<file path="config.mk">
export PLATFORM = sky130hd
export DESIGN_NAME = spawn_scheduler
export DESIGN_NICKNAME = d
export VERILOG_FILES = /design/src/rtl/game_pkg.sv /design/src/rtl/lfsr16.sv /design/src/rtl/spawn_scheduler.sv
export SDC_FILE = /design/constraint.sdc
export NUM_CORES = 1
export LEC_CHECK = 0
export ABC_AREA = 1
export BUFFER_PORTS_ARGS = -buffer_cell sky130_fd_sc_hd__buf_2
export CAP_MARGIN = 25
export CORE_MARGIN = 4
export CORE_UTILIZATION = 33
export CTS_CLUSTER_SIZE = 16
export DETAILED_ROUTE_END_ITERATION = 7
export PLACE_DENSITY = 0.51
export SLEW_MARGIN = 20
export SYNTH_ARGS = -nofsm -noshare
export SYNTH_HDL_FRONTEND = slang
export SYNTH_SLANG_ARGS = --single-unit
</file>
<file path="constraint.sdc">
create_clock -name clk_in -period 1.6 [get_ports clk_in]
set_input_delay 0.16 -clock clk_in [delete_from_list [all_inputs] [get_ports clk_in]]
set_output_delay 0.16 -clock clk_in [all_outputs]
set_load 0.02 [all_outputs]
</file>
<file path="src/rtl/game_pkg.sv">
// game_pkg: shared types and constants for the runner-game spawn logic.
//   sched_state_t : spawn scheduler FSM states
//   LANE_*        : lane encodings (LANE_NONE marks "no previous obstacle")
//   LFSR_MASK     : Galois feedback taps for the 16-bit lane LFSR
//   spawn_t       : one spawn offer (lane + kind)
//   pick_lane     : lane choice from raw LFSR bits and obstacle history
package game_pkg;

  typedef enum logic [1:0] {
    IDLE  = 2'd0,
    COUNT = 2'd1,
    OFFER = 2'd2
  } sched_state_t;

  localparam logic [1:0] LANE_LEFT  = 2'd0;
  localparam logic [1:0] LANE_MID   = 2'd1;
  localparam logic [1:0] LANE_RIGHT = 2'd2;
  localparam logic [1:0] LANE_NONE  = 2'd3;

  localparam logic [15:0] LFSR_MASK = 16'hB400;

  typedef struct packed {
    logic [1:0] lane;
    logic       powerup;
  } spawn_t;

  // Raw value 3 folds onto the middle lane. An obstacle that would land in the
  // same lane as the previous obstacle is rotated one lane right (mod 3), so
  // the player never faces two obstacles in a row in one lane.
  function automatic logic [1:0] pick_lane(input logic [1:0] raw,
                                           input logic [1:0] last_obs,
                                           input logic       powerup);
    logic [1:0] c;
    c = (raw == 2'd3) ? LANE_MID : raw;
    if (!powerup && c == last_obs)
      return (c == LANE_RIGHT) ? LANE_LEFT : c + 2'd1;
    return c;
  endfunction

endpackage

</file>
<file path="src/rtl/lfsr16.sv">
// lfsr16: free-running 16-bit Galois LFSR used as the lane random source.
//   clk_in : clock
//   rst_in : async active-high reset, loads SEED
//   q      : current LFSR state (advances every cycle out of reset)
module lfsr16
  import game_pkg::*;
#(
  parameter logic [15:0] SEED = 16'hACE1
) (
  input  logic        clk_in,
  input  logic        rst_in,
  output logic [15:0] q
);

  always_ff @(posedge clk_in or posedge rst_in) begin
    if (rst_in) q <= SEED;
    else        q <= q[0] ? ((q >> 1) ^ LFSR_MASK) : (q >> 1);
  end

endmodule

</file>
<file path="src/rtl/spawn_scheduler.sv">
// spawn_scheduler: paces obstacle/powerup spawns and chooses their lanes.
//   clk_in, rst_in  : clock, async active-high reset
//   pulse           : game tick; spawns are counted in pulses
//   playing         : game in play; falling edge withdraws any offer
//   reset_game      : synchronous clear of scheduler state (LFSR keeps running)
//   time_alive      : ticks survived; drives interval ramp and level
//   spawn_ready     : datapath accepts the current offer
//   spawn_valid     : offer present (held stable until accepted)
//   spawn_lane      : lane 0..2 of the offer
//   spawn_powerup   : 1 = powerup, 0 = obstacle
//   level           : min(15, time_alive >> RAMP_SHIFT), registered
module spawn_scheduler
  import game_pkg::*;
#(
  parameter int unsigned  BASE_INTERVAL = 12,
  parameter int unsigned  MIN_INTERVAL  = 4,
  parameter int unsigned  RAMP_SHIFT    = 5,
  parameter int unsigned  POWERUP_EVERY = 8,
  parameter logic [15:0]  LFSR_SEED     = 16'hACE1
) (
  input  logic        clk_in,
  input  logic        rst_in,
  input  logic        pulse,
  input  logic        playing,
  input  logic        reset_game,
  input  logic [11:0] time_alive,
  input  logic        spawn_ready,
  output logic        spawn_valid,
  output logic [1:0]  spawn_lane,
  output logic        spawn_powerup,
  output logic [3:0]  level
);

  sched_state_t state, state_nxt;
  logic [7:0]   countdown;
  logic [7:0]   spawn_idx;
  logic [1:0]   last_obs_lane;
  spawn_t       offer_q;
  logic [15:0]  lfsr_q;
  logic         unused_lfsr;

  lfsr16 #(.SEED(LFSR_SEED)) u_lfsr (
    .clk_in (clk_in),
    .rst_in (rst_in),
    .q      (lfsr_q)
  );

  // Only the two low bits feed lane choice.
  assign unused_lfsr = ^lfsr_q[15:2];

  // Interval ramp: compare against the headroom first so BASE - d never wraps.
  logic [11:0] ramp_d;
  logic [7:0]  interval;
  logic [3:0]  level_nxt;
  assign ramp_d = time_alive >> RAMP_SHIFT;

  always_comb begin
    if (ramp_d >= 12'(BASE_INTERVAL - MIN_INTERVAL)) interval = 8'(MIN_INTERVAL);
    else                                             interval = 8'(BASE_INTERVAL) - ramp_d[7:0];
    level_nxt = (ramp_d > 12'd15) ? 4'd15 : ramp_d[3:0];
  end

  logic is_powerup;
  logic last_pulse;
  logic accept;
  assign is_powerup = (spawn_idx == 8'(POWERUP_EVERY - 1));
  assign last_pulse = pulse && (countdown <= 8'd1);
  // Handshake only counts while still playing and not being cleared.
  assign accept     = (state == OFFER) && spawn_ready && playing && !reset_game;

  // State register
  always_ff @(posedge clk_in or posedge rst_in) begin
    if (rst_in) state <= IDLE;
    else        state <= state_nxt;
  end

  // Next-state logic
  always_comb begin
    state_nxt = state;
    if (reset_game) state_nxt = IDLE;
    else begin
      case (state)
        IDLE:    if (playing) state_nxt = COUNT;
        COUNT:   if (!playing) state_nxt = IDLE;
                 else if (last_pulse) state_nxt = OFFER;
        OFFER:   if (!playing) state_nxt = IDLE;
                 else if (spawn_ready) state_nxt = COUNT;
        default: state_nxt = IDLE;
      endcase
    end
  end

  // Outputs: valid is exactly "sitting in OFFER", so it can only drop on
  // accept, playing low, reset_game or rst_in.
  always_comb begin
    spawn_valid   = (state == OFFER);
    spawn_lane    = offer_q.lane;
    spawn_powerup = offer_q.powerup;
  end

  // Datapath: countdown, spawn index, obstacle history, latched offer, level.
  always_ff @(posedge clk_in or posedge rst_in) begin
    if (rst_in) begin
      countdown     <= '0;
      spawn_idx     <= '0;
      last_obs_lane <= LANE_NONE;
      offer_q       <= '0;
      level         <= '0;
    end else if (reset_game) begin
      countdown     <= '0;
      spawn_idx     <= '0;
      last_obs_lane <= LANE_NONE;
      offer_q       <= '0;
      level         <= '0;
    end else begin
      level <= level_nxt;
      case (state)
        IDLE: if (playing) countdown <= 8'(BASE_INTERVAL);
        COUNT: begin
          if (playing && pulse) begin
            if (countdown > 8'd1) countdown <= countdown - 8'd1;
            else begin
              offer_q.lane    <= pick_lane(lfsr_q[1:0], last_obs_lane, is_powerup);
              offer_q.powerup <= is_powerup;
            end
          end
        end
        OFFER: begin
          // Pulses seen here are dropped; the reload restarts the full interval.
          if (accept) begin
            spawn_idx <= is_powerup ? 8'd0 : spawn_idx + 8'd1;
            if (!offer_q.powerup) last_obs_lane <= offer_q.lane;
            countdown <= interval;
          end
        end
        default: ;
      endcase
    end
  end

endmodule
</file>
Word-level counts from Yosys, hierarchy flattened. Cells that the tools add are included.

Latch bits: 0. Memories kept: 0. Register bits after elaboration: 43. Memory bits (writable): 0. Input bits: 18. Memory bits (read-only): 0. Logic and storage cells: 88.

Shift-type cells: 0. Equal/unequal tests: 14. Bitwise operators: 1. Reduce and logical (&&, ||, !) cells: 19. Div/mod/pow operators: 0. Multiply operators: 0. $add $sub $neg: 4. Magnitude comparators: 4. Multiplexer cells: 38.

Operators by type and width (number): two-way mux 8 bit (10); two-way mux 2 bit (14); one-hot mux 8 bit (3 select lines) (1); two-way mux 16 bit (1); two-way mux 3 bit (4); != test 3 bit (second input constant) (3); AND reduction 3 bit (3); adder 8 x 1 -> 8 bit (second input constant) (1); equality test 8 x 3 -> 1 bit (second input constant) (1); greater-than comparator 8 x 1 -> 1 bit (second input constant) (1); <= comparator 8 x 1 -> 1 bit (second input constant) (1); two-way mux 4 bit (2); != test 4 bit (second input constant) (2); nonzero test 2 bit (4); subtractor 4 x 7 -> 8 bit (first input constant) (1); subtractor 8 x 1 -> 8 bit (second input constant) (1); >= comparator 7 x 4 -> 1 bit (second input constant) (1); greater-than comparator 7 x 4 -> 1 bit (second input constant) (1); equality test 2 bit (second input constant) (3); logical AND 1 bit (6); one-hot mux 2 bit (3 select lines) (1); two-way mux 1 bit (5); AND reduction 5 bit (1); != test 2 bit (second input constant) (2); 9 further kinds (10).

Longest topological paths before layout. Gate-level depths: netlist of run 1.

Depth in word-level cells: 14. Gate-level depth with buffers: 11. Gate-level depth less buffers: 10.

Cells and area by module. From an unflattened synthesis of run 1, not the netlist that was laid out.

Cell total of the unflattened synthesis: 293. Area total of the unflattened synthesis: 2273.4 µm².

Modules (own cells, without submodules): spawn_scheduler (seq. area each 678.2 µm², cells an instance 263, times used 1, area each 1810.5 µm²); lfsr16 (seq. area each 410.4 µm², cells an instance 30, times used 1, area each 462.9 µm²).

Least setup slack after synthesis of run 1. No wires, ideal clock.

Kind: register -> register. From: register state[0]. To: register countdown[6]. Arrival time: 1.579 ns. Buffers on the path: 0. Slack: -0.044 ns. Library setup time: 0.065 ns. Clock period less this slack: 1.644 ns. Data required time: 1.535 ns. Stages on the path, launching flop included: 11. Cell sequence: dfrtp_1 -> inv_1 -> ha_1 -> nand3_2 -> nand2_4 -> inv_4 -> nand2_1 -> nand2_2 -> a21oi_4 -> nand3_1 -> nand2_1.

Longest elaborated chain between the ends: 6.

RTL lines: start, declared (line spawn_scheduler.sv:34) `sched_state_t state, state_nxt;`; start signal, assigned (line spawn_scheduler.sv:74) `else state <= state_nxt;`; equality test 2 bit (*); net spawn_valid (line spawn_scheduler.sv:28) `output logic spawn_valid,`; logical AND 1 bit (3 in series) (line spawn_scheduler.sv:69) `assign accept = (state == OFFER) && spawn_ready && playing && !reset_game;`; != test 3 x 2 -> 1 bit (no source line); AND reduction 5 bit (no source line); end signal, assigned (line spawn_scheduler.sv:118) `IDLE: if (playing) countdown <= 8'(BASE_INTERVAL);`; end signal, assigned (line spawn_scheduler.sv:121) `if (countdown > 8'd1) countdown <= countdown - 8'd1;`; end signal, assigned (line spawn_scheduler.sv:133) `countdown <= interval;`; end, declared (line spawn_scheduler.sv:35) `logic [7:0] countdown;`.

The timed path passes the listed nets; every way through them passes the cells marked *. A chain may end at the register's enable or synchronous reset.

Final worst setup path of run 1.
From: register countdown[1]. To: register countdown[2].

Longest elaborated chain between the ends: 5.

RTL lines: subtractor 8 x 1 -> 8 bit (line spawn_scheduler.sv:121); two-way mux 8 bit (line spawn_scheduler.sv:121); two-way mux 8 bit (line spawn_scheduler.sv:120) `if (playing && pulse) begin`; one-hot mux 8 bit (3 select lines) (line spawn_scheduler.sv:117) `case (state)`; two-way mux 8 bit (line spawn_scheduler.sv:109) `end else if (reset_game) begin`.

Parallel ways exist; a longest one is shown, timed or not. The select of a mux whose other input is x is not followed.

==> impl_metrics.py, run 1 <==
metrics = {
    "routing": {
        "viasPerCell": 4.69,
        "route.met3.wl_um": 185,
        "ant_nets": 0,
        "initialDrtViolationCount": 73,
        "drc_errors": 0,
        "topRoutingLayerUsed": "met4",
        "vias": 1920,
        "drt_wl_total_um": 5150,
        "routedLengthMet1_um": 2570,
        "wl_per_cell_um": 12.6,
        "firstDrtPassIters": 4,
        "wl_met2_um": 2340,
    },
    "timing": {
        "hold_viol": 0,
        "max_freq_mhz": 660,
        "setup_slack_ns": 0.0857,
        "skew_ns": 0.00837,
        "finalSetupViolCount": 0,
        "tightest_slew_ns": 0.655,
        "layout_min_cycle_time_ns": 1.51,
        "final-max-slew-violation-count": 0,
        "fin_crit_sh_pct": 94.6,
        "relSlewSlack_pct": 56.1,
    },
    "synthesis": {
        "synth_seq_cells": 43,
        "synth_top_area_share_pct": 36.0,
        "ys_seq_area_share_pct": 47.5,
        "synth_warnings": 0,
        "ys_types": 31,
        "syn_area_um2": 2290,
        "synthCells": 280,
        "yosys.area.top_type": "dfrtp_1",
        "synth_area_leaders": "dfrtp_1 (36%), dfstp_2 (11%), nand2_1 (9.3%)",
        "syn-num-nets": 307,
        "avgSynthCellArea_um2": 8.18,
    },
    "global_routing": {
        "grt_pass1_wl_um": 8430,
        "grt_util_all_layers_pct": 12.6,
        "grt_pass1_vias": 1870,
        "overflow": 0,
        "grt_max_degree": 21,
        "antenna_found_initial": 0,
    },
    "final_layout": {
        "area_delta_synth_final_pct": 26.2,
        "final_util_pct": 42.8,
        "seq_area_um2": 1090,
        "fillers": 682,
        "antenna-diode-count": 0,
        "drive_gt1_share_pct": 29.5,
        "final_cell_area_um2": 2890,
        "num-nets-final": 355,
        "multi_input_area_um2": 1120,
    },
    "place": {
        "io_buffers": 20,
        "hpwlAfterDp_um": 3620,
        "pre_cts_slack_ns": 0.0227,
        "place_congestion": 0.807,
        "post_dp_cell_area_um2": 2570,
    },
    "floorplan": {
        "rows": 30,
        "dieArea_um2": 8340,
        "die_y_um": 91.3,
        "initial_utilization_pct": 33.9,
        "pin_count": 26,
        "die_w_um": 91.3,
        "coreArea_um2": 6760,
    },
    "setup_path": {
        "path_cells": "inv_2 -> ha_2 -> nor2_1 -> nor2_2 -> nand2_1 -> nand2_2 -> a21oi_4 -> nand3_1 -> nand2_1",
        "cp_slowest_cell": "dfrtp_1",
        "arrival_ns": 1.76,
        "reg2reg_depth": 9,
        "required_ns": 1.84,
        "path_class": "reg -> reg",
        "endpoint_kind": "flop",
        "path_common_cell": "nand2_1",
        "crit_fanout": 6,
        "cpPeakStageDelay_ns": 0.40,
        "startpoint_type": "flop",
    },
    "pwr": {
        "p_leak_nw": 1.43,
        "power_density_nw_per_um2": 1250,
        "max-vdd-ir-drop_v": 0.000351,
    },
    "outcome": {
        "status": "finished, final reports clean",
    },
    "clocking": {
        "htreeDepth": 2,
        "cts.sinks": 43,
        "cts_inserted_buffers": 5,
        "insertion_delay_ns": 0.29,
        "clock_tree.root_cell": "clkbuf_8",
        "cts_tree": "built",
        "clkTransAtPathRegs_ns": 0.09,
        "cts_buffer_depth": 2,
    },
    "job": {
        "cap_violations": 0,
    },
    "hold_path": {
        "hold-path-cell-count": 3,
        "hold_class": "in -> reg",
    },
}
-- layer usage --
layer,GRT usage (%),up-vias
li1,-,993
met1,16.4,892
met2,20.6,29
met3,3.07,6
met4,4.02,0
met5,0,-
-- stage by stage --
stage / std cells / TNS (ns) / hold WS (ns) / power, mW
2_1_floorplan: 280 / 0 / 0.296 / 2.10
3_3_place_gp: 391 / 0 / 0.192 / 2.47
3_5_place_dp: 391 / 0 / 0.189 / 2.47
4_1_cts: 400 / -0.00192 / 0.137 / 3.34
5_1_grt: 409 / -0.0463 / 0.164 / 3.91
6_report: 409 / 0 / 0.144 / 3.62
-- layout make-up --
| cell class | instances | area share, % |
|---|---|---|
| Sequential cell | 43 | 37.7 |
| Timing Repair Buffer | 44 | 10.0 |
| Multi-Input combinational cell | 190 | 38.8 |
| Clock buffer | 5 | 2.38 |
| Inverter | 44 | 6.06 |
| Clock inverter | 3 | 1.52 |
| Tap cell | 80 | 3.46 |
-- critical path: cells and delay by family, from the launching register on --
family	cells	cell delay, ns
AOI/OAI and AO/OA	1	0.29
buffers and inverters	1	0.06
and+or+nand+nor	6	0.54
DFF	1	0.40
adders and majority gates	1	0.16
-- sequential cells by signal, indices dropped and copies added, names as in the netlist --
register / count
u_lfsr.q: 16
countdown: 8
spawn_lane: 2
last_obs_lane: 2
spawn_powerup: 1
level: 4
spawn_idx: 8
state: 2
-- Yosys cell counts (all sizes together) --
cell type and count:
dfrtp 33, clkbuf 1, buf 3, nand4 5
xor2 5, a22oi 2, dfstp 10, ha 9
nand2 60, nor2 31, nand3 38, a21oi 7
o21ai 24, nor3 4, o32ai 1, o22ai 1
o21bai 1, inv 44, xnor2 1
-- repair_timing --
item	4_1_cts	5_1_grt
pin swaps	0	15
hold buffers	1	0
endpoints found under the setup margin	1	20
resized for setup	0	33
gates cloned	0	1
hold endpoints to repair	11	0
setup buffers	0	8
-- worst paths after layout --
path | start | slack (ns) | end
max in group asynchronous | rst_in | 0.55 | state[1]
hold reg to reg | u_lfsr.q[12] | 0.36 | u_lfsr.q[11]
setup / recovery | countdown[1] | 0.09 | countdown[2]
setup reg to reg | countdown[1] | 0.09 | countdown[2]
min in group asynchronous | rst_in | 0.41 | level[3]
hold / removal | time_alive[6] | 0.14 | level[1]
-- placed cells by master, fill, tap and decap left out, types with 7 or more instances in the layout --
cell type	Yosys	routed
nand2_1	57	55
inv_1	41	34
dfrtp_1	33	32
nand3_1	35	30
nor2_1	29	25
o21ai_0	22	22
buf_4	1	21
buf_2	1	20
dfstp_2	10	10
inv_2	1	7
-- cells by family (layout without fill, tap and decap cells) --
kind of cell             count (synthesis)  count (layout)  synth area share (%)
AND/OR/NAND/NOR                        138             139                  27.1
XOR/XNOR                                 6               6                  2.29
adder cells (fa/ha/maj)                  9               9                  4.92
flip-flops                              43              43                  47.5
buffers and inverters                   48              96                  9.28
AO/OA/AOI/OAI                           36              36                  8.90
-- where the power goes --
part	total [mW]	switching [mW]	internal [mW]
registers	1.25	0.0768	1.18
logic	1.52	0.894	0.627
clock network	0.843	0.379	0.465
Note: power is estimated with default switching activity, not from simulation.
==> inputs of run 2 (changes only) <==
ABC_AREA = default   (was 1)
CTS_CLUSTER_SIZE = default   (was 16)
REMOVE_ABC_BUFFERS = 1   (was default)
==> run 2 against run 1 <==
Effect of this change:
- the flow now finishes with violations (negative hold slack, negative setup slack)
- clock-buffer cell count unchanged
- critical path depth down 4
- fmax down 22%
- non-clock buffer count is 28 higher
- sequential cell count stayed put
- register-to-register slack lost 0.43 ns
- synthesized area is 7.5% lower
- core utilization grew 6.4 points
- largest power group is now sequential cells
==> impl_metrics.py, run 2 <==
metrics = {
    "outcome": {
        "status": "complete, but fails checks",
        "failed_checks": "negative hold slack, negative setup slack",
    },
    "synthesis": {
        "yosysMostFrequentCell": "dfrtp_1",
        "synth_top_area_share_pct": 39.0,
        "synthTopCellsByCount": "dfrtp_1 (33), nand2_1 (22), nor2_1 (21)",
        "synth_edf_count": 0,
        "yosys.area.top_type": "dfrtp_1",
        "ys_types": 51,
        "synth_seq_cells": 43,
        "ys_seq_area_share_pct": 51.4,
        "synth_area_leaders": "dfrtp_1 (39%), dfstp_2 (12%), ha_1 (4.7%)",
        "synth_warnings": 0,
        "synth_ff_type": "dfrtp_1",
        "syn_area_um2": 2120,
        "avgSynthCellArea_um2": 10.4,
        "synthCells": 204,
        "async_flop_share_pct": 100,
    },
    "timing": {
        "layout_min_cycle_time_ns": 1.95,
        "whs_ns": -0.0175,
        "fin_crit_sh_pct": 122,
        "hold_viol": 33,
        "rsz0062_at_grt": "yes",
        "setup_slack_ns": -0.349,
        "tightest_slew_ns": 0.534,
        "fin_tns_setup_ns": -5.05,
        "finalSetupViolCount": 20,
        "skew_ns": 0.00763,
        "relSlewSlack_pct": 64.4,
        "final-max-slew-violation-count": 0,
        "max_freq_mhz": 513,
    },
    "pwr": {
        "power_density_nw_per_um2": 915,
        "p_sw_mw": 0.873,
        "pwr-share-clk_pct": 26.7,
        "max-vdd-ir-drop_v": 0.000509,
        "p_int_mw": 1.86,
        "seqPwrFrac_pct": 42.3,
        "p_leak_nw": 1.38,
        "switching_share_pct": 32.0,
        "p_total_mw": 2.73,
        "pwr-share-comb_pct": 31.0,
    },
    "routing": {
        "ant_nets": 0,
        "initialDrtViolationCount": 35,
        "viasPerCell": 4.87,
        "vias": 1720,
        "wl_per_cell_um": 13.8,
        "firstDrtPassIters": 4,
        "drc_errors": 0,
        "drt_wl_total_um": 4880,
    },
    "clocking": {
        "insertion_delay_ns": 0.30,
        "cts_inserted_buffers": 5,
        "clock_tree.root_cell": "clkbuf_8",
        "htreeDepth": 2,
        "cts_tree": "built",
        "cts.sinks": 43,
        "hold_buffers": 0,
        "clkTransAtPathRegs_ns": 0.09,
        "cts_buffer_depth": 2,
    },
    "final_layout": {
        "final_util_pct": 49.2,
        "final_cells": 353,
        "area_delta_synth_final_pct": 40.7,
        "num-nets-final": 303,
        "final_cell_mix": "buf_4 (47), dfrtp_1 (33), nor2_1 (20), buf_2 (19), nand2_1 (17)",
        "layout_commonest_cell": "buf_4",
        "top_register": "u_lfsr.q",
        "fillers": 555,
        "largest_registers": "u_lfsr.q x16, countdown x8, spawn_idx x8",
        "drive_gt1_share_pct": 48.2,
        "largest_register_ffs": 16,
        "antenna-diode-count": 0,
        "multi_input_area_um2": 1140,
        "seq_area_um2": 1090,
    },
    "global_routing": {
        "grt_util_all_layers_pct": 13.9,
        "grt_max_degree": 44,
        "grt_pass1_wl_um": 8340,
        "overflow": 0,
        "antenna_found_initial": 0,
        "grt_pass1_vias": 1768,
    },
    "setup_path": {
        "path_class": "reg -> reg",
        "crit_fanout": 3,
        "startpoint_type": "flop",
        "arrival_ns": 2.19,
        "reg2reg_from": "spawn_idx[0]",
        "endpoint_kind": "flop",
        "required_ns": 1.84,
        "cp-startpoint": "spawn_idx[0]",
    },
    "hold_path": {
        "hold_class": "in -> async",
    },
    "floorplan": {
        "pin_count": 26,
        "coreArea_um2": 6060,
        "rows": 28,
        "initial_utilization_pct": 35.0,
        "dieArea_um2": 7770,
        "die_w_um": 88.1,
        "die_y_um": 88.1,
    },
    "job": {
        "cap_violations": 0,
    },
    "place": {
        "place_inst": 338,
        "hpwlAfterDp_um": 3430,
        "io_buffers": 20,
        "place_congestion": 0.785,
    },
}
-- run 2: changes by cell type in the layout (fill, tap and decap cells not counted), sizes merged, moves of 5 or more --
cell	change
o21ai	-10
nor2	-10
nand2	-38
nand3	-34
inv	-28
buf	+29
o31ai	+5
-- run 2: worst max-delay path, stage by stage (launching register included) --
cell,delay (ns)
dfrtp_1,0.37
ha_2,0.18
or4bb_4,0.48
o41a_1,0.37
a221o_1,0.35
a21oi_2,0.12
-- run 2: cells by family after synthesis --
family | synth area share [%]
buf+inv | 3.54
mux | 2.01
compound gates | 16.1
fa+ha+maj | 4.72
flops | 51.4
xor+xnor | 3.72
simple gates | 18.6
-- run 2: metal layers --
layer / up-vias / GRT usage [%] / wire length [um]
met2: 16 / 23.4 / 2420
met1: 836 / 17.6 / 2260
li1: 862 / - / -
met4: 0 / 3.57 / 46
met5: - / 0 / 0
met3: 6 / 4.05 / 149
-- run 2: worst paths after layout --
path                                  to  slack (ns)  cells after the start
max                        spawn_lane[0]       -0.35                      5
min                          u_lfsr.q[2]       -0.02                      3
max reg2reg                spawn_lane[0]       -0.35                      5
min reg2reg                  u_lfsr.q[2]        0.34                      0
max in group asynchronous    u_lfsr.q[5]        1.25                      3
min in group clk_in             state[0]        0.11                      2
-- run 2: layout make-up --
| class | instances | area share [%] |
|---|---|---|
| Multi-Input combinational cell | 141 | 38.1 |
| Sequential cell | 43 | 36.5 |
| Timing Repair Buffer | 72 | 17.4 |
| Tap cell | 75 | 3.15 |
| Clock buffer | 5 | 2.31 |
| Inverter | 14 | 1.76 |
| Clock inverter | 3 | 0.797 |
-- run 2: power groups by stage --
stage	combinational, mW	sequential [mW]	clock [mW]
after floorplan	0.351	1.18	0
after global placement	0.665	1.17	0
after detailed placement	0.665	1.17	0
after CTS	0.769	1.15	0.755
after global routing	0.928	1.16	0.810
final	0.845	1.15	0.729
-- run 2: repair_timing --
| action | 4_1_cts | 5_1_grt |
|---|---|---|
| pin swaps | 28 | 16 |
| setup buffers | 3 | 4 |
| gates cloned | 0 | 0 |
| resized for setup | 34 | 26 |
| endpoints found under the setup margin | 21 | 23 |
-- run 2: metrics by stage --
step / setup WS, ns / cell area (um2) / hold WS (ns)
2_1_floorplan: -0.776 / 2100 / 0.216
3_3_place_gp: -0.417 / 2630 / 0.331
3_5_place_dp: -0.452 / 2630 / 0.335
4_1_cts: -0.399 / 2860 / 0.00104
5_1_grt: -0.402 / 2980 / 0.0358
6_report: -0.349 / 2980 / -0.0175
==> inputs of run 3 (changes only) <==
CORE_UTILIZATION = 40   (was 33)
PLACE_DENSITY = 0.6   (was 0.51)
SETUP_SLACK_MARGIN = 0.1   (was default)
==> run 3 against run 2 <==
Effect of this change:
- the flow finishes with violations (negative setup slack)
- clock-buffer cell count stayed put
- sequential power about the same
- clock power is 16% higher
- sequential cell count unchanged
- clock skew barely moved
- first-iteration DRC count grew 77%
- wire length grew 3.4%
- fmax down 2.3%
- final cell count fell by 0.28%
- critical path depth unchanged
==> impl_metrics.py, run 3 (synthesized netlist as in run 2, its figures left out) <==
metrics = {
    "final_layout": {
        "top_register": "u_lfsr.q",
        "antenna-diode-count": 0,
        "largest_register_ffs": 16,
        "layout_commonest_cell": "buf_4",
        "area_delta_synth_final_pct": 48.9,
        "final_cell_area_um2": 3160,
        "num-nets-final": 307,
        "drive_gt1_share_pct": 52.8,
        "final_cell_mix": "buf_4 (41), dfrtp_1 (32), nor2_1 (19), buf_2 (19), nand2_1 (18)",
        "fillers": 416,
        "largest_registers": "u_lfsr.q x16, countdown x8, spawn_idx x8",
    },
    "routing": {
        "drt_wl_total_um": 5050,
        "vias": 1813,
        "drc_errors": 0,
        "initialDrtViolationCount": 62,
        "viasPerCell": 5.15,
        "firstDrtPassIters": 4,
        "ant_nets": 0,
        "wl_per_cell_um": 14.3,
    },
    "setup_path": {
        "path_class": "reg -> reg",
        "crit_buf_inv": 0,
        "startpoint_type": "flop",
        "crit_cells": 5,
        "crit_fanout": 5,
        "reg2reg_depth": 5,
        "r2r_setup_slack_ns": -0.40,
        "endpoint_kind": "flop",
        "required_ns": 1.78,
        "path_cells": "or4_4 -> o311ai_4 -> or3_4 -> nor2_2 -> a211o_2",
        "cpPeakStageDelay_ns": 0.60,
        "cp_slowest_cell": "or4_4",
        "arrival_ns": 2.17,
        "critPathTopFamily": "simple AND/OR/NAND/NOR gates",
    },
    "clocking": {
        "cts_inserted_buffers": 5,
        "clock_tree.root_cell": "clkbuf_8",
        "cts.sinks": 43,
        "htreeDepth": 2,
        "cts_buffer_depth": 2,
        "insertion_delay_ns": 0.29,
        "cts_tree": "built",
        "clkTransAtPathRegs_ns": 0.08,
    },
    "pwr": {
        "switching_share_pct": 29.9,
        "p_sw_mw": 0.871,
        "p_leak_nw": 1.42,
        "power_density_nw_per_um2": 921,
        "p_int_mw": 2.04,
        "pwr-share-comb_pct": 31.2,
        "pwr-share-clk_pct": 29.2,
        "seqPwrFrac_pct": 39.6,
        "max-vdd-ir-drop_v": 0.000564,
    },
    "floorplan": {
        "die_y_um": 80.8,
        "die_w_um": 80.8,
        "dieArea_um2": 6530,
        "coreArea_um2": 5110,
        "initial_utilization_pct": 41.5,
        "rows": 26,
        "pin_count": 26,
    },
    "place": {
        "place_congestion": 0.815,
        "post_dp_cell_area_um2": 2580,
        "hpwlAfterDp_um": 3200,
        "io_buffers": 20,
    },
    "timing": {
        "hold_viol": 0,
        "final-max-slew-violation-count": 0,
        "skew_ns": 0.00809,
        "setup_slack_ns": -0.396,
        "finalSetupViolCount": 22,
        "fin_crit_sh_pct": 125,
        "rsz0062_at_grt": "yes",
        "whs_ns": 0.105,
        "tightest_slew_ns": 0.554,
        "layout_min_cycle_time_ns": 2.00,
        "relSlewSlack_pct": 63.0,
        "max_freq_mhz": 501,
    },
    "hold_path": {
        "hold_class": "in -> reg",
        "hold-path-cell-count": 3,
    },
    "global_routing": {
        "grt_util_all_layers_pct": 16.0,
        "grt_pass1_wl_um": 8160,
        "antenna_found_initial": 0,
        "overflow": 0,
        "grt_pass1_vias": 1838,
        "grt_max_degree": 44,
    },
    "outcome": {
        "status": "complete, but fails checks",
        "failed_checks": "negative setup slack",
    },
    "job": {
        "cap_violations": 0,
    },
}
run 3: changes by cell type in the layout (fill, tap and decap cells not counted), sizes merged:
| cell | before | now |
|---|---|---|
| clkinv | 0 | 3 |
| clkinvlp | 2 | 0 |
| dlygate4sd3 | 0 | 1 |
| buf | 72 | 75 |
| inv | 15 | 13 |
| bufinv | 0 | 1 |
run 3: final cells by class:
| cell class | instances | area (um2) | share of cell area, % |
|---|---|---|---|
| clock buffers | 5 | 68.8 | 2.18 |
| repair buffers | 76 | 582 | 18.4 |
| clock inverters | 3 | 43.8 | 1.39 |
| inverters | 14 | 52.6 | 1.66 |
| well taps | 70 | 87.6 | 2.77 |
| multi-input cells | 141 | 1230 | 39.0 |
| flip-flops and latches | 43 | 1090 | 34.5 |
run 3: path summary, 6_finish.rpt:
kind / startpoint / to
setup / recovery: countdown[3] / countdown[5]
hold / removal: time_alive[6] / level[1]
setup reg to reg: countdown[3] / countdown[5]
hold reg to reg: u_lfsr.q[8] / u_lfsr.q[7]
max in group asynchronous: rst_in / countdown[0]
min in group asynchronous: rst_in / countdown[1]
run 3: per-stage QoR:
step           utilization (%)  std cells  power [mW]  setup WS, ns  TNS [ns]
2_1_floorplan                -        198        1.53        -0.776     -6.96
3_3_place_gp              50.5        327        1.79        -0.394     -5.33
3_5_place_dp              50.5        327        1.80        -0.449     -6.03
4_1_cts                   57.0        346        2.78        -0.342     -4.81
5_1_grt                   61.8        352        3.06        -0.429     -6.83
6_report                  61.8        352        2.91        -0.396     -5.71
run 3: power by group through the flow:
stage / Combinational [mW] / Sequential (mW) / Clock [mW]
2_1_floorplan: 0.351 / 1.18 / 0
3_3_place_gp: 0.626 / 1.17 / 0
3_5_place_dp: 0.630 / 1.17 / 0
4_1_cts: 0.763 / 1.15 / 0.870
5_1_grt: 0.981 / 1.16 / 0.921
6_report: 0.908 / 1.15 / 0.849
run 3: routing by layer:
layer / vias to the layer above / share of wire, % / track usage [%]
li1: 873 / - / -
met3: 11 / 3.1 / 3.77
met1: 896 / 43 / 19.5
met4: 0 / 1.7 / 3.89
met2: 33 / 52 / 28.3
met5: - / 0 / 0
run 3: worst register-to-register path, stage by stage, from the launching register on:
cell	delay (ns)
dfrtp_1	0.40
or4_4	0.60
o311ai_4	0.31
or3_4	0.24
nor2_2	0.04
a211o_2	0.30
run 3: timing repair:
item	in CTS	in global routing
endpoints found under the hold margin	2	0
setup endpoints to repair	23	23
resized for setup	39	49
hold buffers	1	0
buffers inserted	10	7
pin swaps	25	18
